[src/rtl/mips_fetch_pkg.sv]
// Shared fetch-path constants for the single-cycle MIPS core: opcode/funct
// encodings that steer the PC and the sequencer state encoding.
package mips_fetch_pkg;

  localparam logic [5:0] OP_RTYPE = 6'h00;
  localparam logic [5:0] OP_J     = 6'h02;
  localparam logic [5:0] OP_JAL   = 6'h03;
  localparam logic [5:0] OP_BEQ   = 6'h04;
  localparam logic [5:0] OP_BNE   = 6'h05;

  localparam logic [5:0] FN_JR    = 6'h08;
  localparam logic [5:0] FN_BREAK = 6'h0D;

  typedef enum logic [1:0] {
    BOOT = 2'd0,
    RUN  = 2'd1,
    HALT = 2'd2
  } seq_state_e;

endpackage

[src/rtl/pc_sequencer_if.sv]
// Fetch-control bundle between the PC sequencer (master) and the rest of the
// core (slave): decoded-instruction inputs in, PC and commit qualifiers out.
interface pc_sequencer_if;
  logic [31:0] instruction;
  logic        zero;
  logic [31:0] rs_data;
  logic        stall;
  logic [31:0] PC;
  logic [31:0] pc_plus4;
  logic        inst_valid;
  logic        redirect;
  logic        halted;

  modport master (
    input  instruction, zero, rs_data, stall,
    output PC, pc_plus4, inst_valid, redirect, halted
  );

  modport slave (
    output instruction, zero, rs_data, stall,
    input  PC, pc_plus4, inst_valid, redirect, halted
  );
endinterface

[src/rtl/next_pc_calc.sv]
// Purely combinational successor-PC decode: computes PC+4, the selected
// control-transfer target, whether it is taken, and whether this is a break.
module next_pc_calc
  import mips_fetch_pkg::*;
(
  input  logic [31:0] pc,
  input  logic [31:0] instruction,
  input  logic        zero,
  input  logic [31:0] rs_data,
  output logic [31:0] pc_plus4,
  output logic [31:0] target,
  output logic        taken,
  output logic        is_break
);

  logic [5:0]  opcode;
  logic [5:0]  funct;
  logic [31:0] branch_target;
  logic [31:0] jump_target;
  logic [31:0] jr_target;

  assign opcode        = instruction[31:26];
  assign funct         = instruction[5:0];
  assign pc_plus4      = pc + 32'd4;
  assign branch_target = pc_plus4 + {{14{instruction[15]}}, instruction[15:0], 2'b00};
  assign jump_target   = {pc_plus4[31:28], instruction[25:0], 2'b00};
  // jr ignores misaligned low bits of the register value.
  assign jr_target     = {rs_data[31:2], 2'b00};

  always_comb begin
    taken    = 1'b0;
    target   = pc_plus4;
    is_break = 1'b0;
    case (opcode)
      OP_BEQ: begin
        taken  = zero;
        target = branch_target;
      end
      OP_BNE: begin
        taken  = ~zero;
        target = branch_target;
      end
      OP_J, OP_JAL: begin
        taken  = 1'b1;
        target = jump_target;
      end
      OP_RTYPE: begin
        if (funct == FN_JR) begin
          taken  = 1'b1;
          target = jr_target;
        end else if (funct == FN_BREAK) begin
          is_break = 1'b1;
        end
      end
      default: ;
    endcase
  end

endmodule

[src/rtl/pc_sequencer.sv]
// Next-PC controller: owns the PC register and BOOT/RUN/HALT FSM.
// Define PC_SEQ_DELAY_SLOT_EN to enable a one-instruction branch delay slot.
module pc_sequencer
  import mips_fetch_pkg::*;
#(
  parameter logic [31:0] RESET_PC = 32'h00400020
) (
  input  logic          clk,
  input  logic          reset,
  pc_sequencer_if.master bus
);

  seq_state_e  state_reg, state_next;
  logic [31:0] pc_reg, pc_next;
  logic [31:0] pc_plus4;
  logic [31:0] target;
  logic        taken;
  logic        is_break;
  logic        inst_valid;
  logic        redirect;

`ifdef PC_SEQ_DELAY_SLOT_EN
  logic [31:0] pend_reg, pend_next;
  logic        pend_valid_reg, pend_valid_next;
`endif

  next_pc_calc u_calc (
    .pc          (pc_reg),
    .instruction (bus.instruction),
    .zero        (bus.zero),
    .rs_data     (bus.rs_data),
    .pc_plus4    (pc_plus4),
    .target      (target),
    .taken       (taken),
    .is_break    (is_break)
  );

  always_ff @(posedge clk) begin
    if (reset) begin
      state_reg <= BOOT;
      pc_reg    <= RESET_PC;
    end else begin
      state_reg <= state_next;
      pc_reg    <= pc_next;
    end
  end

`ifdef PC_SEQ_DELAY_SLOT_EN
  always_ff @(posedge clk) begin
    if (reset) begin
      pend_reg       <= 32'd0;
      pend_valid_reg <= 1'b0;
    end else begin
      pend_reg       <= pend_next;
      pend_valid_reg <= pend_valid_next;
    end
  end
`endif

  always_comb begin
    state_next = state_reg;
    pc_next    = pc_reg;
    inst_valid = 1'b0;
    redirect   = 1'b0;
`ifdef PC_SEQ_DELAY_SLOT_EN
    pend_next       = pend_reg;
    pend_valid_next = pend_valid_reg;
`endif
    // A stall freezes everything, including any pending delay-slot target.
    if (!bus.stall) begin
      case (state_reg)
        BOOT: state_next = RUN;
        RUN: begin
          inst_valid = 1'b1;
          if (is_break) begin
            state_next = HALT;
`ifdef PC_SEQ_DELAY_SLOT_EN
            pend_valid_next = 1'b0;
          end else if (pend_valid_reg) begin
            // Delay-slot instruction: its own transfers are ignored.
            redirect        = 1'b1;
            pc_next         = pend_reg;
            pend_valid_next = 1'b0;
          end else if (taken) begin
            pend_next       = target;
            pend_valid_next = 1'b1;
            pc_next         = pc_plus4;
`else
          end else if (taken) begin
            redirect = 1'b1;
            pc_next  = target;
`endif
          end else begin
            pc_next = pc_plus4;
          end
        end
        HALT: ;
        default: state_next = BOOT;
      endcase
    end
  end

  assign bus.PC         = pc_reg;
  assign bus.pc_plus4   = pc_plus4;
  assign bus.inst_valid = inst_valid;
  assign bus.redirect   = redirect;
  assign bus.halted     = (state_reg == HALT);

endmodule

[src/flat_wrapper.sv]
// flat-port wrapper written by rule: the top's interface ports become plain ports
module pc_sequencer_flat import mips_fetch_pkg::*;
#(
  parameter logic [31:0] RESET_PC = 32'h00400020
)
  (clk, reset, bus_instruction, bus_zero, bus_rs_data, bus_stall, bus_PC, bus_pc_plus4, bus_inst_valid, bus_redirect, bus_halted);
  pc_sequencer_if bus_i ();
  input  logic clk;
  input  logic reset;
  input wire logic [$bits(bus_i.instruction)-1:0] bus_instruction;
  input wire logic [$bits(bus_i.zero)-1:0] bus_zero;
  input wire logic [$bits(bus_i.rs_data)-1:0] bus_rs_data;
  input wire logic [$bits(bus_i.stall)-1:0] bus_stall;
  output wire logic [$bits(bus_i.PC)-1:0] bus_PC;
  output wire logic [$bits(bus_i.pc_plus4)-1:0] bus_pc_plus4;
  output wire logic [$bits(bus_i.inst_valid)-1:0] bus_inst_valid;
  output wire logic [$bits(bus_i.redirect)-1:0] bus_redirect;
  output wire logic [$bits(bus_i.halted)-1:0] bus_halted;
  assign bus_i.instruction = bus_instruction;
  assign bus_i.zero = bus_zero;
  assign bus_i.rs_data = bus_rs_data;
  assign bus_i.stall = bus_stall;
  assign bus_PC = bus_i.PC;
  assign bus_pc_plus4 = bus_i.pc_plus4;
  assign bus_inst_valid = bus_i.inst_valid;
  assign bus_redirect = bus_i.redirect;
  assign bus_halted = bus_i.halted;
  pc_sequencer #(.RESET_PC(RESET_PC)) u_core (.clk(clk), .reset(reset), .bus(bus_i));
endmodule
[config.mk]
export PLATFORM = sky130hd
export DESIGN_NAME = pc_sequencer_flat
export DESIGN_NICKNAME = d
export VERILOG_FILES = /design/src/rtl/mips_fetch_pkg.sv /design/src/rtl/pc_sequencer_if.sv /design/src/rtl/next_pc_calc.sv /design/src/rtl/pc_sequencer.sv /design/src/flat_wrapper.sv
export SDC_FILE = /design/constraint.sdc
export NUM_CORES = 1
export LEC_CHECK = 0
export ABC_AREA = 1
export BUFFER_PORTS_ARGS = -buffer_cell sky130_fd_sc_hd__buf_2
export CAP_MARGIN = 25
export CORE_UTILIZATION = 40
export CTS_BUF_LIST = sky130_fd_sc_hd__clkbuf_8
export CTS_CLUSTER_SIZE = 40
export DETAILED_ROUTE_END_ITERATION = 12
export GPL_TIMING_DRIVEN = 1
export PLACE_DENSITY = 0.66
export RECOVER_POWER = 50
export SETUP_SLACK_MARGIN = 0.2
export SYNTH_ARGS = -nofsm -noshare
export SYNTH_HDL_FRONTEND = slang
export SYNTH_SLANG_ARGS = --single-unit
[constraint.sdc]
create_clock -name clk -period 2.77 [get_ports clk]
set_input_delay 0.1385 -clock clk [delete_from_list [all_inputs] [get_ports clk]]
set_output_delay 0.1385 -clock clk [all_outputs]
set_load 0.02 [all_outputs]
==> summary.md, run 1 <==
| Metric | Value |
|---|---|
| Result of the run | `finished, violations left` |
| Violated checks | `negative setup slack` |
| Floorplan row count | `40` |
| Pin count of the biggest net entering global routing | `24` |
| Number of enable-type register cells in the synthesized netlist | `0` |
| Endpoint of the worst-slack reg-to-reg timing path | `u_core.bus.PC[30]` |
| Remaining routing DRC violations | `0` |
| Slowest CP cell | `dfxtp_4` |
| Number of buffers on the longest clock path | `2` |
| Count of endpoints failing setup in the final report | `14` |
| Category of the worst setup path capture point | `flop` |
| Seq cells post-synth | `32` |
| Most area-hungry cell type in the Yosys netlist | `nand2_1` |
| Startpoint of the lowest-slack register-to-register path | `u_core.bus.PC[4]` |
| CTS tree | `yes` |
| Final WS setup | `-0.170 ns` |
| Post-Syn Instances | `about 900` |
| Initial antenna violation count | `0` |
| Layout-stage area growth over the synthesis result | `67.7%` |
| Arrival time at the worst endpoint | `approximately 3.1 ns` |
| Die area | `12,900 um2` |
| Worst path top cell family by delay | `simple AND/OR/NAND/NOR gates` |
| Most frequent cells after synthesis | `nand2_1 (309), inv_1 (111), nor2_1 (85)` |
| Path depth of the worst reg2reg path | `22` |
| Worst vdd ir | `173 uV` |
| Routability Congestion | `0.915` |
| Area inside the core boundary | `12,100 um2` |
| Least-Margin Pin Slew | `0.949 ns` |
| Slack of the worst reg-to-reg path | `-0.17 ns` |
| Num ports | `135` |
| Total iterations of the first detailed-routing run | `7` |
| Sequential cell area | `688 um2` |
| Minimum clock period after layout | `2.94 ns` |
| Required arrival time at the worst endpoint | `2.92 ns` |
| Number of input and output port buffers inserted | `roughly 130` |
| Critical path depth in cells | `22` |
| Number of buffer and inverter stages on the critical path | `3` |
| Fraction of layout cells with a size suffix above 1 | `0.482` |
| Worst hold path endpoint | `u_core.state_reg[0]` |
| Max Clk Rate | `about 0.34 GHz` |
| Yosys top cell area share | `0.233` |
| Overall die height | `114 um` |
| Wire length of the first global-routing pass | `~33,000 um` |
| Post-Layout Inst Area | `8350 um2` |
| Relative contribution of sequential cells to total power | `0.318` |
| Pwr Density | `roughly 180 nW/um2` |
| Detail Placement HPWL | `around 16,000 um` |
| Post-synthesis area per instance | `5.61 um2` |
| Cell area after placement | `6970 um2` |
| Initial Utilization | `0.413` |
| Number of max-cap violations | `0` |
| Avg WL per Cell | `16.0 um` |
| Min-Delay Startpoint | `bus_stall` |
| Most common flop cell mapped by yosys | `dfxtp_1` |
| Clock Tree Root | `clkbuf_8` |
| Ys Warns | `0` |
| Total CTS buffers | `5` |
| Total congestion overflow | `0` |
| Total of fill cells in the finished design | `approximately 1,100` |
| Count of H-tree levels built during CTS | `2` |
| Layout Nets | `approximately 1,300` |
| Cell types with the largest area share after synthesis | `nand2_1 (23%), dfxtp_1 (13%), ha_1 (8.5%)` |
| Die Width | `114 um` |
| Static leakage power | `4.37 nW` |
| Internal Pwr Total | `~0.93 mW` |
| Net Switching | `about 0.56 mW` |
| Share of the cycle needed by the critical path after routing | `1.06` |
| Setup CP Type | `reg -> reg` |
| Post-Route Hold Slack | `0.0690 ns` |
| Fraction of registers with async set/reset | `0` |
| Via count of the first global-routing pass | `6,598` |
| Sort of element at the start of the critical path | `flop` |
| Detail-routed via count per cell | `~5.2` |
| Cell area after synthesis | `4980 um2` |
| Clock tree sinks | `32` |
| Maximum fanout along the worst path | `5` |
| Antenna viol nets, final | `0` |
| Hold-critical path depth | `2` |
| Cell variety after synth | `50` |
| Biggest cell delay along the critical path | `approximately 0.38 ns` |
| Total global routing track utilization | `0.325` |
| Relative slew margins | `0.366` |
| Combinational power share | `0.427` |
| Via count | `6,961` |
| DRT iter0 DRCs | `563` |
| Max Transition Viols Final | `0` |
| Unrepaired setup endpoints after global routing | `yes` |
| Cell breakdown of the critical path | `nand2_4 -> nor2_4 -> nand2_4 -> nor2_8 -> nand2_4 -> nor2_4 -> nand2_2 -> xor2_2 -> inv_2 -> ha_4 -> inv_4 -> nor3_4 -> buf_4 -> nand2_2 -> nor2_1 -> nand2_1 -> nand2_1 -> nand2_1 -> nand3_1 -> nand2_1 -> nand2_1 -> a21oi_1` |
| Leading cell type by number of instances after synthesis | `nand2_1` |
| Number of flip-flops under the largest register name | `30` |
| Worst-Skew Late Latency | `0.29 ns` |
| Type of the most critical hold path | `in -> reg` |
| Final clock skew | `0.00443 ns` |
| Number of hold violations in the final report | `0` |
| N_diodes | `0` |
| Register area share after synthesis | `0.129` |
| Crit path top cell by count | `nand2_1` |
| Footprint of the multi-input gates | `about 5000 um2` |
| Final-layout setup total negative slack | `-1.01 ns` |
| Net switching share of the total power | `0.378` |
| Clock edge transition at the registers on the reported setup and hold paths | `0.07 ns` |
| Clk pwr share | `0.255` |
| Wire length after detailed routing | `21,400 um` |
-- placed cells by master, fill, tap and decap left out, types with 4 or more instances in the layout --
cell / count
nand3_2: 16
xor2_2: 5
clkbuf_8: 6
o21ai_1: 16
a22oi_1: 33
xor2_4: 4
o21ai_2: 6
nand4_1: 9
o211ai_1: 6
nand2_2: 49
buf_6: 6
o21ai_0: 11
nor3_2: 5
ha_1: 6
inv_2: 29
inv_1: 90
dfxtp_2: 8
buf_4: 158
nand2_1: 249
dfxtp_1: 14
nor2_4: 17
nor3_4: 8
clkbuf_1: 10
nor2_1: 58
nor2_2: 21
nand3_1: 34
a21oi_1: 34
ha_4: 28
conb_1: 4
buf_2: 118
xnor2_2: 6
dfxtp_4: 10
xor2_1: 6
a21oi_2: 27
nand2_4: 21
-- logic make-up (layout without fill, tap and decap cells) --
group / after synthesis / after routing / share of synthesized area
buf+inv: 142 / 422 / 0.117
fa+ha+maj: 35 / 35 / 0.0895
simple gates: 505 / 505 / 0.444
compound gates: 149 / 149 / 0.177
xor+xnor: 24 / 24 / 0.0437
flops: 32 / 32 / 0.129
other cells: 1 / 4 / 0.000753
-- worst max path at each step --
stage / start / end / slack [ns]
2_1_floorplan: u_core.bus.PC[4] / u_core.bus.PC[26] / 0.07
4_1_cts: u_core.bus.PC[2] / u_core.bus.PC[27] / -0.05
3_5_place_dp: u_core.bus.PC[13] / u_core.bus.PC[29] / -0.16
5_1_grt: u_core.bus.PC[4] / u_core.bus.PC[28] / -0.34
6_report: u_core.bus.PC[4] / u_core.bus.PC[30] / -0.17
3_3_place_gp: u_core.bus.PC[12] / u_core.bus.PC[29] / -0.18
-- area by class of cell --
type | count | share of cell area
Clock buffer | 6 | 0.00989
Clock inverter | 2 | 0.000899
Inverter | 122 | 0.0556
Multi-Input combinational cell | 717 | 0.601
Sequential cell | 32 | 0.0824
Tap cell | 168 | 0.0252
Timing Repair Buffer | 292 | 0.225
-- per-stage QoR --
| step | instances | worst slack (ns) | power, mW | utilization |
|---|---|---|---|---|
| after global routing | 1339 | -0.336 | 1.57 | 0.692 |
| after detailed placement | 1297 | -0.164 | 0.989 | 0.578 |
| after floorplan | 891 | 0.0729 | 0.769 | - |
| after CTS | 1323 | -0.0453 | 1.43 | 0.651 |
| after global placement | 1297 | -0.180 | 0.984 | 0.578 |
| final | 1339 | -0.170 | 1.50 | 0.692 |
-- layer usage --
layer	global-route usage	vias to the layer above	routed length (um)
met1	0.404	3133	8760
met4	0.161	0	1150
met2	0.554	324	10000
li1	-	3427	-
met3	0.0399	77	1440
met5	0	-	0
-- what timing repair did --
item                                    CTS  global route
pin swaps                                50            72
hold buffers                              0             0
setup buffers                            18            16
endpoints found under the setup margin   24            26
resized for setup                       135           110
-- power by group through the flow --
stage / combinational (mW) / sequential, mW / clock (mW)
finish: 0.638 / 0.475 / 0.382
global route: 0.688 / 0.477 / 0.407
detailed placement: 0.501 / 0.488 / 0
CTS: 0.572 / 0.475 / 0.387
floorplan: 0.272 / 0.497 / 0
global placement: 0.497 / 0.487 / 0
Power figures use the tool's default switching activity.
==> run 2: changes to the inputs <==
--- a/config.mk
+++ b/config.mk
@@ -8,6 +8,7 @@
 export ABC_AREA = 1
 export BUFFER_PORTS_ARGS = -buffer_cell sky130_fd_sc_hd__buf_2
 export CAP_MARGIN = 25
+export CORE_MARGIN = 3
 export CORE_UTILIZATION = 40
 export CTS_BUF_LIST = sky130_fd_sc_hd__clkbuf_8
 export CTS_CLUSTER_SIZE = 40
@@ -16,6 +17,7 @@
 export PLACE_DENSITY = 0.66
 export RECOVER_POWER = 50
 export SETUP_SLACK_MARGIN = 0.2
+export SKIP_LAST_GASP = 1
 export SYNTH_ARGS = -nofsm -noshare
 export SYNTH_HDL_FRONTEND = slang
 export SYNTH_SLANG_ARGS = --single-unit
==> run 2 against run 1 <==
Compared with the run above: the run still ends with negative setup slack left; clock power up 10%; hold slack better by 0.0025 ns; non-clock buffer count up 9; critical endpoint is now u_core.bus.PC[20]; total power is 2.6% higher; worst setup slack gained 0.063 ns; register-to-register slack improved by 0.06 ns; maximum frequency up 2.2%; via count grew 2.8%; final cell count up 0.67%.
==> summary.md, run 2 (same netlist as run 1, synthesis figures left out) <==
| Metric | Value |
|---|---|
| Total congestion overflow | `0` |
| Category of the worst setup path capture point | `flop` |
| Most common cell after layout, fill and taps aside | `nand2_1` |
| Wire length after detailed routing | `approximately 23,000 um` |
| Layout-stage area growth over the synthesis result | `71.9%` |
| Number of hold violations in the final report | `0` |
| Violated checks | `negative setup slack` |
| Final WS setup | `-0.107 ns` |
| Initial antenna violation count | `0` |
| Static leakage power | `4.43 nW` |
| Layout Nets | `1,282` |
| Worst-Skew Late Latency | `0.30 ns` |
| Worst vdd ir | `157 uV` |
| Die area | `~14,000 um2` |
| Slowest CP cell | `dfxtp_4` |
| Number of input and output port buffers inserted | `128` |
| CTS tree | `yes` |
| Biggest cell delay along the critical path | `0.39 ns` |
| Number of buffer and inverter stages on the critical path | `4` |
| DRT iter0 DRCs | `about 550` |
| Fraction of layout cells with a size suffix above 1 | `0.503` |
| Initial Utilization | `0.411` |
| Via count | `roughly 7,200` |
| Remaining routing DRC violations | `0` |
| Share of the cycle needed by the critical path after routing | `1.04` |
| Count of endpoints failing setup in the final report | `13` |
| Minimum clock period after layout | `2.88 ns` |
| Worst path top cell family by delay | `simple AND/OR/NAND/NOR gates` |
| Maximum fanout along the worst path | `5` |
| Number of flip-flops under the largest register name | `30` |
| Final clock skew | `about 0.0071 ns` |
| Area inside the core boundary | `12,100 um2` |
| Antenna viol nets, final | `0` |
| Max Clk Rate | `around 0.35 GHz` |
| Die Width | `118 um` |
| Total global routing track utilization | `0.288` |
| Number of max-cap violations | `0` |
| Result of the run | `finished, violations left` |
| Avg WL per Cell | `16.7 um` |
| Detail Placement HPWL | `16,600 um` |
| Unrepaired setup endpoints after global routing | `yes` |
| Routability Congestion | `0.929` |
| Sort of element at the start of the critical path | `flop` |
| Worst setup timing slack at the placement stage | `-0.185 ns` |
| Clock Tree Root | `clkbuf_8` |
| Placed cell count | `roughly 1,300` |
| Setup CP Type | `reg -> reg` |
| N_diodes | `0` |
| Total design power | `1.53 mW` |
| Floorplan row count | `40` |
| Total CTS buffers | `5` |
| Type of the most critical hold path | `in -> reg` |
| Fin cells | `1,348` |
| Leading cell types in the layout, fill and taps excluded | `nand2_1 (245), buf_4 (160), buf_2 (126), inv_1 (88)` |
| Clock edge transition at the registers on the reported setup and hold paths | `approximately 0.070 ns` |
| Cell breakdown of the critical path | `nand2_2 -> nor2_2 -> nand2_2 -> nor2_4 -> buf_4 -> xor2_2 -> inv_2 -> ha_4 -> nand2_4 -> buf_4 -> inv_1 -> nand2_4 -> nor3_4 -> nand4_1 -> nand3_1 -> nand2_1 -> nand3_1 -> nand2_1 -> a21oi_2 -> nor2_1` |
| Max Transition Viols Final | `0` |
| Number of buffers on the longest clock path | `2` |
| Num ports | `135` |
| Detail-routed via count per cell | `roughly 5.3` |
| Wire length of the first global-routing pass | `between 30,000 and 40,000 um` |
| Relative slew margins | `0.420` |
| Total of fill cells in the finished design | `1,041` |
| Count of H-tree levels built during CTS | `2` |
| Overall die height | `118 um` |
| Required arrival time at the worst endpoint | `2.96 ns` |
| Pin count of the biggest net entering global routing | `24` |
| Pwr Density | `about 180 nW/um2` |
| Arrival time at the worst endpoint | `3.06 ns` |
| Least-Margin Pin Slew | `0.870 ns` |
| Clock tree sinks | `32` |
| Total iterations of the first detailed-routing run | `5` |
| Via count of the first global-routing pass | `between 6,000 and 7,000` |
[run 2: through the flow]
step,instance area (um2),util,setup TNS [ns],hold slack (ns)
floorplan,5260,-,0,0.230
global placement,7040,0.581,-1.11,0.380
detailed placement,7040,0.581,-1.36,0.376
CTS,7520,0.621,0,0.0568
global route,8550,0.706,-4.19,0.0850
finish,8550,0.706,-0.688,0.0716
[run 2: final timing paths]
path,from,end,slack [ns],cells after the start
setup / recovery,u_core.bus.PC[5],u_core.bus.PC[20],-0.11,20
hold / removal,bus_stall,u_core.state_reg[0],0.07,2
setup reg to reg,u_core.bus.PC[5],u_core.bus.PC[20],-0.11,20
hold reg to reg,u_core.state_reg[1],u_core.state_reg[1],0.52,2
[run 2: report_power, final]
group	internal [mW]	switching [mW]
sequential	0.459	0.0141
combinational	0.272	0.368
clock	0.224	0.197
[run 2: final cells by class]
class,instances,area [um2],share of cell area
multi-input cells,717,5080,0.594
repair buffers,301,1990,0.233
flip-flops and latches,32,697,0.0815
inverters,122,470,0.0550
well taps,168,210,0.0246
clock buffers,7,96.3,0.0113
clock inverters,1,3.75,0.000439
[run 2: metal layers]
layer / global-route usage / wire, um
met1: 0.370 / 8840
met2: 0.479 / 10500
met3: 0.0404 / 1720
met4: 0.132 / 1440
met5: 0 / 0
[run 2: worst reg2reg max path: stages, from the launching register on]
cell and delay, ns:
dfxtp_4 0.39, nand2_2 0.10, nor2_2 0.20, nand2_2 0.11, nor2_4 0.12, buf_4 0.12, xor2_2 0.16, inv_2 0.08
ha_4 0.31, nand2_4 0.07, buf_4 0.13, inv_1 0.08, nand2_4 0.08, nor3_4 0.19, nand4_1 0.13, nand3_1 0.10
nand2_1 0.05, nand3_1 0.09, nand2_1 0.08, a21oi_2 0.12, nor2_1 0.04
[run 2: repair_timing]
item,in CTS,in global routing
endpoints found under the hold margin,0,0
setup buffers,8,25
pin swaps,35,84
resized for setup,84,194
endpoints found under the setup margin,22,27
hold buffers,0,0
